`src/rtl/multicycle_ctrl_fsm.sv`:
```
// Moore control unit sequencing a multicycle MIPS-subset datapath
// (R-type add/sub/and, addi, lw, sw, beq, j) with programmable memory read wait.
module multicycle_ctrl_fsm #(
  parameter int unsigned MEM_WAIT = 1
) (
  input  logic       clk,
  input  logic       reset,
  input  logic [5:0] opcode,
  input  logic [5:0] funct,
  input  logic       zero,
  output logic       alu_src_a,
  output logic [1:0] alu_src_b,
  output logic [2:0] alu_op,
  output logic [1:0] pc_source,
  output logic       pc_write,
  output logic       pc_write_cond,
  output logic       iord,
  output logic       mem_wr,
  output logic       ir_write,
  output logic       alu_out_write,
  output logic       reg_write,
  output logic       reg_dst,
  output logic       mem_to_reg,
  output logic [3:0] state_dbg
);

  localparam int unsigned CNT_W = 3;
  localparam logic [CNT_W-1:0] WAIT_LOAD = CNT_W'(MEM_WAIT - 1);

  localparam logic [5:0] OP_RTYPE = 6'h00;
  localparam logic [5:0] OP_J     = 6'h02;
  localparam logic [5:0] OP_BEQ   = 6'h04;
  localparam logic [5:0] OP_ADDI  = 6'h08;
  localparam logic [5:0] OP_LW    = 6'h23;
  localparam logic [5:0] OP_SW    = 6'h2B;

  localparam logic [5:0] FN_ADD = 6'h20;
  localparam logic [5:0] FN_SUB = 6'h22;
  localparam logic [5:0] FN_AND = 6'h24;

  localparam logic [2:0] ALU_PASS = 3'b000;
  localparam logic [2:0] ALU_ADD  = 3'b001;
  localparam logic [2:0] ALU_SUB  = 3'b010;
  localparam logic [2:0] ALU_AND  = 3'b011;

  localparam logic [1:0] SRCB_REG  = 2'b00;
  localparam logic [1:0] SRCB_FOUR = 2'b01;
  localparam logic [1:0] SRCB_IMM  = 2'b10;
  localparam logic [1:0] SRCB_IMM2 = 2'b11;

  localparam logic [1:0] PCSRC_ALU    = 2'b00;
  localparam logic [1:0] PCSRC_ALUOUT = 2'b01;
  localparam logic [1:0] PCSRC_JUMP   = 2'b10;

  typedef enum logic [3:0] {
    S_RESET       = 4'd0,
    S_FETCH       = 4'd1,
    S_FETCH_LATCH = 4'd2,
    S_DECODE      = 4'd3,
    S_EXEC_R      = 4'd4,
    S_WB_R        = 4'd5,
    S_EXEC_I      = 4'd6,
    S_WB_I        = 4'd7,
    S_MEM_ADDR    = 4'd8,
    S_MEM_READ    = 4'd9,
    S_MEM_WB      = 4'd10,
    S_MEM_WRITE   = 4'd11,
    S_BRANCH      = 4'd12,
    S_JUMP        = 4'd13
  } state_e;

  typedef struct packed {
    logic       alu_src_a;
    logic [1:0] alu_src_b;
    logic [2:0] alu_op;
    logic [1:0] pc_source;
    logic       pc_write;
    logic       pc_write_cond;
    logic       iord;
    logic       mem_wr;
    logic       ir_write;
    logic       alu_out_write;
    logic       reg_write;
    logic       reg_dst;
    logic       mem_to_reg;
  } ctrl_t;

  state_e           state_q, state_d;
  logic [CNT_W-1:0] cnt_q, cnt_d;
  ctrl_t            ctrl_q, ctrl_d;

  // The ALU zero flag is gated with pc_write_cond inside the datapath.
  logic unused_zero;
  assign unused_zero = zero;

  // Map an R-type funct to its ALU operation; PASS marks an unsupported funct.
  function automatic logic [2:0] r_alu_op(input logic [5:0] f);
    case (f)
      FN_ADD:  r_alu_op = ALU_ADD;
      FN_SUB:  r_alu_op = ALU_SUB;
      FN_AND:  r_alu_op = ALU_AND;
      default: r_alu_op = ALU_PASS;
    endcase
  endfunction

  // Next-state logic and memory wait counter.
  always_comb begin
    state_d = state_q;
    cnt_d   = cnt_q;
    case (state_q)
      S_RESET:       state_d = S_FETCH;
      S_FETCH: begin
        if (cnt_q == '0) state_d = S_FETCH_LATCH;
        else             cnt_d   = cnt_q - CNT_W'(1);
      end
      S_FETCH_LATCH: state_d = S_DECODE;
      S_DECODE: begin
        case (opcode)
          OP_RTYPE:     state_d = S_EXEC_R;
          OP_ADDI:      state_d = S_EXEC_I;
          OP_LW, OP_SW: state_d = S_MEM_ADDR;
          OP_BEQ:       state_d = S_BRANCH;
          OP_J:         state_d = S_JUMP;
          default:      state_d = S_FETCH;
        endcase
      end
      S_EXEC_R: begin
        if (r_alu_op(funct) != ALU_PASS) state_d = S_WB_R;
        else                             state_d = S_FETCH;
      end
      S_WB_R:        state_d = S_FETCH;
      S_EXEC_I:      state_d = S_WB_I;
      S_WB_I:        state_d = S_FETCH;
      S_MEM_ADDR: begin
        case (opcode)
          OP_LW:   state_d = S_MEM_READ;
          OP_SW:   state_d = S_MEM_WRITE;
          default: state_d = S_FETCH;
        endcase
      end
      S_MEM_READ: begin
        if (cnt_q == '0) state_d = S_MEM_WB;
        else             cnt_d   = cnt_q - CNT_W'(1);
      end
      S_MEM_WB:      state_d = S_FETCH;
      S_MEM_WRITE:   state_d = S_FETCH;
      S_BRANCH:      state_d = S_FETCH;
      S_JUMP:        state_d = S_FETCH;
      default:       state_d = S_RESET;
    endcase
    // Fresh wait count on every entry into a memory-read state.
    if ((state_d == S_FETCH && state_q != S_FETCH) ||
        (state_d == S_MEM_READ && state_q != S_MEM_READ)) begin
      cnt_d = WAIT_LOAD;
    end
  end

  // Output decode of the upcoming state, so registered outputs track state_q exactly.
  always_comb begin
    ctrl_d = '0;
    case (state_d)
      S_FETCH_LATCH: begin
        ctrl_d.ir_write  = 1'b1;
        ctrl_d.pc_write  = 1'b1;
        ctrl_d.alu_src_b = SRCB_FOUR;
        ctrl_d.alu_op    = ALU_ADD;
        ctrl_d.pc_source = PCSRC_ALU;
      end
      S_DECODE: begin
        ctrl_d.alu_src_b     = SRCB_IMM2;
        ctrl_d.alu_op        = ALU_ADD;
        ctrl_d.alu_out_write = 1'b1;
      end
      S_EXEC_R: begin
        ctrl_d.alu_src_a     = 1'b1;
        ctrl_d.alu_src_b     = SRCB_REG;
        ctrl_d.alu_op        = r_alu_op(funct);
        ctrl_d.alu_out_write = 1'b1;
      end
      S_WB_R: begin
        ctrl_d.reg_write = 1'b1;
        ctrl_d.reg_dst   = 1'b1;
      end
      S_EXEC_I, S_MEM_ADDR: begin
        ctrl_d.alu_src_a     = 1'b1;
        ctrl_d.alu_src_b     = SRCB_IMM;
        ctrl_d.alu_op        = ALU_ADD;
        ctrl_d.alu_out_write = 1'b1;
      end
      S_WB_I: begin
        ctrl_d.reg_write = 1'b1;
      end
      S_MEM_READ: begin
        ctrl_d.iord = 1'b1;
      end
      S_MEM_WB: begin
        ctrl_d.reg_write  = 1'b1;
        ctrl_d.mem_to_reg = 1'b1;
      end
      S_MEM_WRITE: begin
        ctrl_d.iord   = 1'b1;
        ctrl_d.mem_wr = 1'b1;
      end
      S_BRANCH: begin
        ctrl_d.alu_src_a     = 1'b1;
        ctrl_d.alu_src_b     = SRCB_REG;
        ctrl_d.alu_op        = ALU_SUB;
        ctrl_d.pc_source     = PCSRC_ALUOUT;
        ctrl_d.pc_write_cond = 1'b1;
      end
      S_JUMP: begin
        ctrl_d.pc_source = PCSRC_JUMP;
        ctrl_d.pc_write  = 1'b1;
      end
      default: ctrl_d = '0;
    endcase
  end

  // State, wait counter and output registers; reset clears everything at once.
  always_ff @(posedge clk or posedge reset) begin
    if (reset) begin
      state_q <= S_RESET;
      cnt_q   <= '0;
      ctrl_q  <= '0;
    end else begin
      state_q <= state_d;
      cnt_q   <= cnt_d;
      ctrl_q  <= ctrl_d;
    end
  end

  assign alu_src_a     = ctrl_q.alu_src_a;
  assign alu_src_b     = ctrl_q.alu_src_b;
  assign alu_op        = ctrl_q.alu_op;
  assign pc_source     = ctrl_q.pc_source;
  assign pc_write      = ctrl_q.pc_write;
  assign pc_write_cond = ctrl_q.pc_write_cond;
  assign iord          = ctrl_q.iord;
  assign mem_wr        = ctrl_q.mem_wr;
  assign ir_write      = ctrl_q.ir_write;
  assign alu_out_write = ctrl_q.alu_out_write;
  assign reg_write     = ctrl_q.reg_write;
  assign reg_dst       = ctrl_q.reg_dst;
  assign mem_to_reg    = ctrl_q.mem_to_reg;
  assign state_dbg     = state_q;

endmodule

```
`config.mk`:
```
export PLATFORM = sky130hd
export DESIGN_NAME = multicycle_ctrl_fsm
export DESIGN_NICKNAME = d
export VERILOG_FILES = /design/src/rtl/multicycle_ctrl_fsm.sv
export SDC_FILE = /design/constraint.sdc
export NUM_CORES = 1
export LEC_CHECK = 0
export CAP_MARGIN = 20
export CORE_UTILIZATION = 40
export CTS_CLUSTER_SIZE = 8
export DETAILED_ROUTE_END_ITERATION = 12
export GPL_TIMING_DRIVEN = 0
export PLACE_DENSITY = 0.71
export RECOVER_POWER = 25
export REMOVE_ABC_BUFFERS = 1
export SYNTH_ARGS = -nofsm -noshare
export SYNTH_HDL_FRONTEND = slang
export SYNTH_SLANG_ARGS = --single-unit
```
`constraint.sdc`:
```
create_clock -name clk -period 2.5 [get_ports clk]
set_input_delay 0.375 -clock clk [delete_from_list [all_inputs] [get_ports clk]]
set_output_delay 0.375 -clock clk [all_outputs]
set_load 0.03 [all_outputs]
```
; ---- After elaboration in Yosys (flattened, before gate mapping)
; Index checks and enable logic that the tools add are counted.
[totals]
register_bits = 24
latchBits = 0
ram_bits = 0
romBits = 0
input_bits = 15
out_inout_bits = 21
wordCells = 94
memories = 0
[classes]
n_addsub = 1
n_mul = 0
n_div = 0
order_cmp = 0
eq_ne = 37
shift = 0
muxes = 23
n_bitwise = 0
reduce_logical = 18
[ops]
columns = operator, count
row1 = 4-bit equality test (second input constant), 12
row2 = 4-bit by 3-bit equality test with 1-bit output (second input constant), 8
row3 = 4-bit case mux with 8 select lines, 1
row4 = 6-bit equality test (second input constant), 5
row5 = 5-bit case mux with 5 select lines, 1
row6 = 4-bit case mux with 5 select lines, 1
row7 = 4-bit by 2-bit equality test with 1-bit output (second input constant), 4
row8 = 3-bit two-way mux, 5
row9 = 1-bit two-way mux, 10
row10 = 2-bit OR reduction, 5
row11 = 4-bit by 1-bit equality test with 1-bit output (second input constant), 2
row12 = 4-bit two-way mux, 2
row13 = 4-bit case mux with 2 select lines, 1
row14 = 4-bit OR reduction, 2
row15 = 7-bit OR reduction, 1
row16 = 6-bit by 2-bit equality test with 1-bit output (second input constant), 1
row17 = 6-bit by 3-bit equality test with 1-bit output (second input constant), 1
row18 = 6-bit by 4-bit equality test with 1-bit output (second input constant), 1
row19 = 6-bit logical NOT, 1
row20 = 2-bit case mux with 3 select lines, 1
row21 = 4-bit logical NOT, 1
row22 = 4-bit by 1-bit != test with 1-bit output (second input constant), 1
row23 = 4-bit != test (second input constant), 1
row24 = 2-bit case mux with 2 select lines, 1
row25 = 9 further kinds, 10

; ---- Logic depth before layout (Yosys ltp)
[logic_depth]
depth_word = 11
mapped_depth = 9
depth_no_buf = 8

; ---- Worst setup path after synthesis
; OpenSTA, ideal clock, no wires.
[synth_timing]
path_type = flip-flop to flip-flop
startpoint = register state_q[1] (netlist: state_dbg[1])
endpoint = register ctrl_q, in the netlist alu_op[0]
setup_ns = 0.080
arrival_ns = 2.213
required_ns = 2.420
path_slack_ns = 0.207
stages_incl_launch_ff = 9
path_buffers = 2
synth_period_minus_slack_ns = 2.293
path_cell_list = dfrtp_1 buf_4 nor3b_1 and2_1 or4b_1 buf_2 nand2b_4 or3_4 o211ai_2
[synth_rtl]
columns = item, line_no
row1 = start: declaration, 88  ; state_e state_q, state_d;
row2 = start signal: assignment, 226  ; state_q <= state_d;
row3 = end signal: assignment, 228  ; ctrl_q <= ctrl_d;
row4 = end: declaration, 90  ; ctrl_t ctrl_q, ctrl_d;

==> impl_metrics.env <==
export IMPL_dpl_hpwl_um=1730
export IMPL_worst_endpoint_arrival_ns=2.61
export IMPL_synth_main_ff_cell="dfrtp_1"
export IMPL_synth_top_area_share_pct=50.2
export IMPL_die_w_um=54.3
export IMPL_r2r_start="cnt_q[0]"
export IMPL_period_share_pct=95.5
export IMPL_overflow=0
export IMPL_drt_wl_total_um=2230
export IMPL_hold_worst_slack_ns=0.510
export IMPL_clkSinkCount=22
export IMPL_fp_dieArea_mm2=0.00295
export IMPL_setup_tns_ns=0
export IMPL_cts_root_buf="clkbuf_4"
export IMPL_grt_first_pass_wirelength_um=3750
export IMPL_internal_power_mw=0.729
export IMPL_start_util_pct=43.5
export IMPL_fillCellCount=234
export IMPL_syn_mean_instance_area_um2=10.3
export IMPL_worstPathRequired_ns=2.72
export IMPL_timing_final_max_slew_violations=0
export IMPL_clockBufferDepth=2
export IMPL_synth_area_leaders="dfrtp_1 (50%), nand2_1 (3.8%), inv_1 (3.1%), o21ai_0 (2.7%), nor3b_1 (2.7%)"
export IMPL_worst_r2r_endpoint="alu_op[0]"
export IMPL_netlist_cell_type_count=42
export IMPL_p_per_area_mw_per_mm2=831
export IMPL_first_pass_iters=4
export IMPL_syn_instance_count=106
export IMPL_drt_antenna_violating_nets=0
export IMPL_routed_wire_length_per_instance_um=13.2
export IMPL_post_synth_edffs=0
export IMPL_setup_viol=0
export IMPL_fin_crit_ns=2.39
export IMPL_async_flop_share_pct=100
export IMPL_setup_reg_to_reg_worst_slack_ns=0.12
export IMPL_share_of_total_power_in_sequential_cells_pct=39.3
export IMPL_power_share_combinational_pct=48.6
export IMPL_post_route_cells_drive_above_1_share_pct=7.97
export IMPL_num_io_pins=36
export IMPL_crit_path_max_fanout=7
export IMPL_status="completed"
export IMPL_worstHoldPathType="reg2reg"
export IMPL_core_area_mm2=0.00252
export IMPL_critPathKind="in2reg"
export IMPL_floorplan_die_height_um=54.3
export IMPL_actual_transition_at_the_worst_max_transition_pin_ns=0.828
export IMPL_worstSetupStartpointType="input pin"
export IMPL_yosys_top_cell_by_area="dfrtp_1"
export IMPL_min_delay_start="cnt_q[0]"
export IMPL_clkSlewWorstSetupHoldPaths_ns=0.11
export IMPL_setup_repair_after_global_routing_missed_its_margin="false"
export IMPL_critPathCaptureType="flip-flop"
export IMPL_clk_insertion_delay_late_ns=0.30
export IMPL_placementRows=18
export IMPL_n_antenna_cell=0
export IMPL_drc_violation_count_after_routing=0
export IMPL_achievable_frequency_mhz=419
export IMPL_synth_commonest_cells="dfrtp_1 (22), nand2_1 (11), inv_1 (9), o21ai_0 (6)"
export IMPL_final_instance_count_excl_fill=168
export IMPL_first_iter_violations=13
export IMPL_cts_repair_timing_setup_buffer_count=0
export IMPL_port_buffer_count=33
export IMPL_clockPowerShare_pct=12.2
export IMPL_seq_area_frac_synth_pct=50.2
export IMPL_antenna_found_initial=0
export IMPL_total_power_mw=1.22
export IMPL_syn2layout_area_growth_pct=33.4
export IMPL_worst_hold_path_num_cells=1
export IMPL_synthesis_yosys_warnings=0
export IMPL_power_share_switching_pct=40.1
export IMPL_clock_tree_htree_level_count=1
export IMPL_leakagePower_nw=0.650
export IMPL_first_global_vias=852
export IMPL_layout_nets=157
export IMPL_fin_ws_ns=0.112
export IMPL_finalHoldViolations=0
export IMPL_number_of_buffers_created_by_cts=3
export IMPL_grt_start_max_net_pins=23
export IMPL_finalWeightedCongestion=0.837
export IMPL_grt_usage_pct=17.7
export IMPL_netlist_area_mm2=0.00110
export IMPL_placement_setup_worst_slack_ns=-0.217
export IMPL_cap_violations=0
export IMPL_placed_cell_count=165
export IMPL_max_slew_margin_rel_pct=44.7
export IMPL_worst_clk_skew_ns=0.00867
export IMPL_tritoncts_clock_tree="done"
export IMPL_ir_drop_mv=0.601
export IMPL_routed_via_density=5.29
export IMPL_min_to="cnt_q[0]"
export IMPL_switching_power_mw=0.487
export IMPL_flip_flop_count_of_the_largest_register_after_layout=4
export IMPL_yosys_cell_count_top_type="dfrtp_1"
export IMPL_worst_r2r_cell_count=8
export IMPL_seq_cells_post_synth=22
export IMPL_num_vias=888
==> power groups by stage <==
stage                     registers, mW  logic, mW  clock network (mW)
after detailed placement          0.487      0.580                   0
after global routing              0.489      0.637               0.167
after global placement            0.484      0.572                   0
final                             0.477      0.590               0.148
after floorplan                   0.617      0.224                   0
after CTS                         0.479      0.581               0.156
==> worst max-delay path by stage <==
stage,slack [ns],cells after the start,startpoint,endpoint
4_1_cts,0.008,8,cnt_q[0],alu_op[0]
6_report,0.11,7,opcode[0],alu_op[0]
2_1_floorplan,0.20,6,state_dbg[1],alu_op[0]
3_3_place_gp,-0.19,7,opcode[2],alu_op[0]
3_5_place_dp,-0.22,7,opcode[2],alu_op[0]
5_1_grt,0.04,8,cnt_q[0],alu_op[0]
==> critical path, cell delays in order <==
cell,delay [ns]
dlygate4sd3_1,0.61
and4b_4,0.24
and4b_4,0.18
or4b_4,0.54
nand2b_4,0.18
or3_4,0.33
o211ai_2,0.14
==> cells by family after synthesis <==
kind of cell    count (synthesis)  synth area share [%]
xor+xnor                        2                  1.60
compound gates                 17                  11.3
fa+ha+maj                       3                  3.20
other cells                     1                 0.342
flops                          22                  50.2
buf+inv                        14                  5.93
simple gates                   47                  27.4
==> what timing repair did <==
| item | 4_1_cts | 5_1_grt |
|---|---|---|
| gates resized for setup | 0 | 1 |
| endpoints found under the hold margin | 0 | 0 |
| hold buffers | 0 | 0 |
| setup endpoints to repair | 0 | 4 |
==> placed cells by master, fill, tap and decap left out, types with 2 or more instances in the layout <==
master	count
and2b_1	2
and4b_4	2
clkbuf_4	3
clkdlybuf4s50_1	31
dfrtp_1	22
dlygate4sd3_1	2
ha_1	2
inv_1	9
nand2_1	11
nand2b_1	3
nand3_1	3
nor2_1	4
nor2b_1	3
nor3_1	4
nor3b_1	4
o21ai_0	6
==> routing by layer <==
metal | vias up | share of wire, % | GRT usage [%]
met2 | 22 | 51 | 30.9
met4 | 0 | 0 | 2.56
met1 | 433 | 46 | 22.1
met3 | 0 | 3.5 | 5.00
met5 | - | 0 | 0
li1 | 433 | - | -
==> layout make-up <==
type | instances | area (µm²) | area share (%)
tap | 30 | 37.5 | 2.57
timing repair buffer | 33 | 330 | 22.6
multi-input combinational | 70 | 484 | 33.1
sequential | 22 | 551 | 37.6
inverter | 10 | 37.5 | 2.57
clock buffer | 3 | 22.5 | 1.54
==> through the flow <==
step           area (µm²)  utilization [%]
6_report             1460             58.0
2_1_floorplan        1070                -
5_1_grt              1460             58.0
4_1_cts              1460             57.8
3_5_place_dp         1440             56.9
3_3_place_gp         1440             56.9
Power figures use the tool's default switching activity.
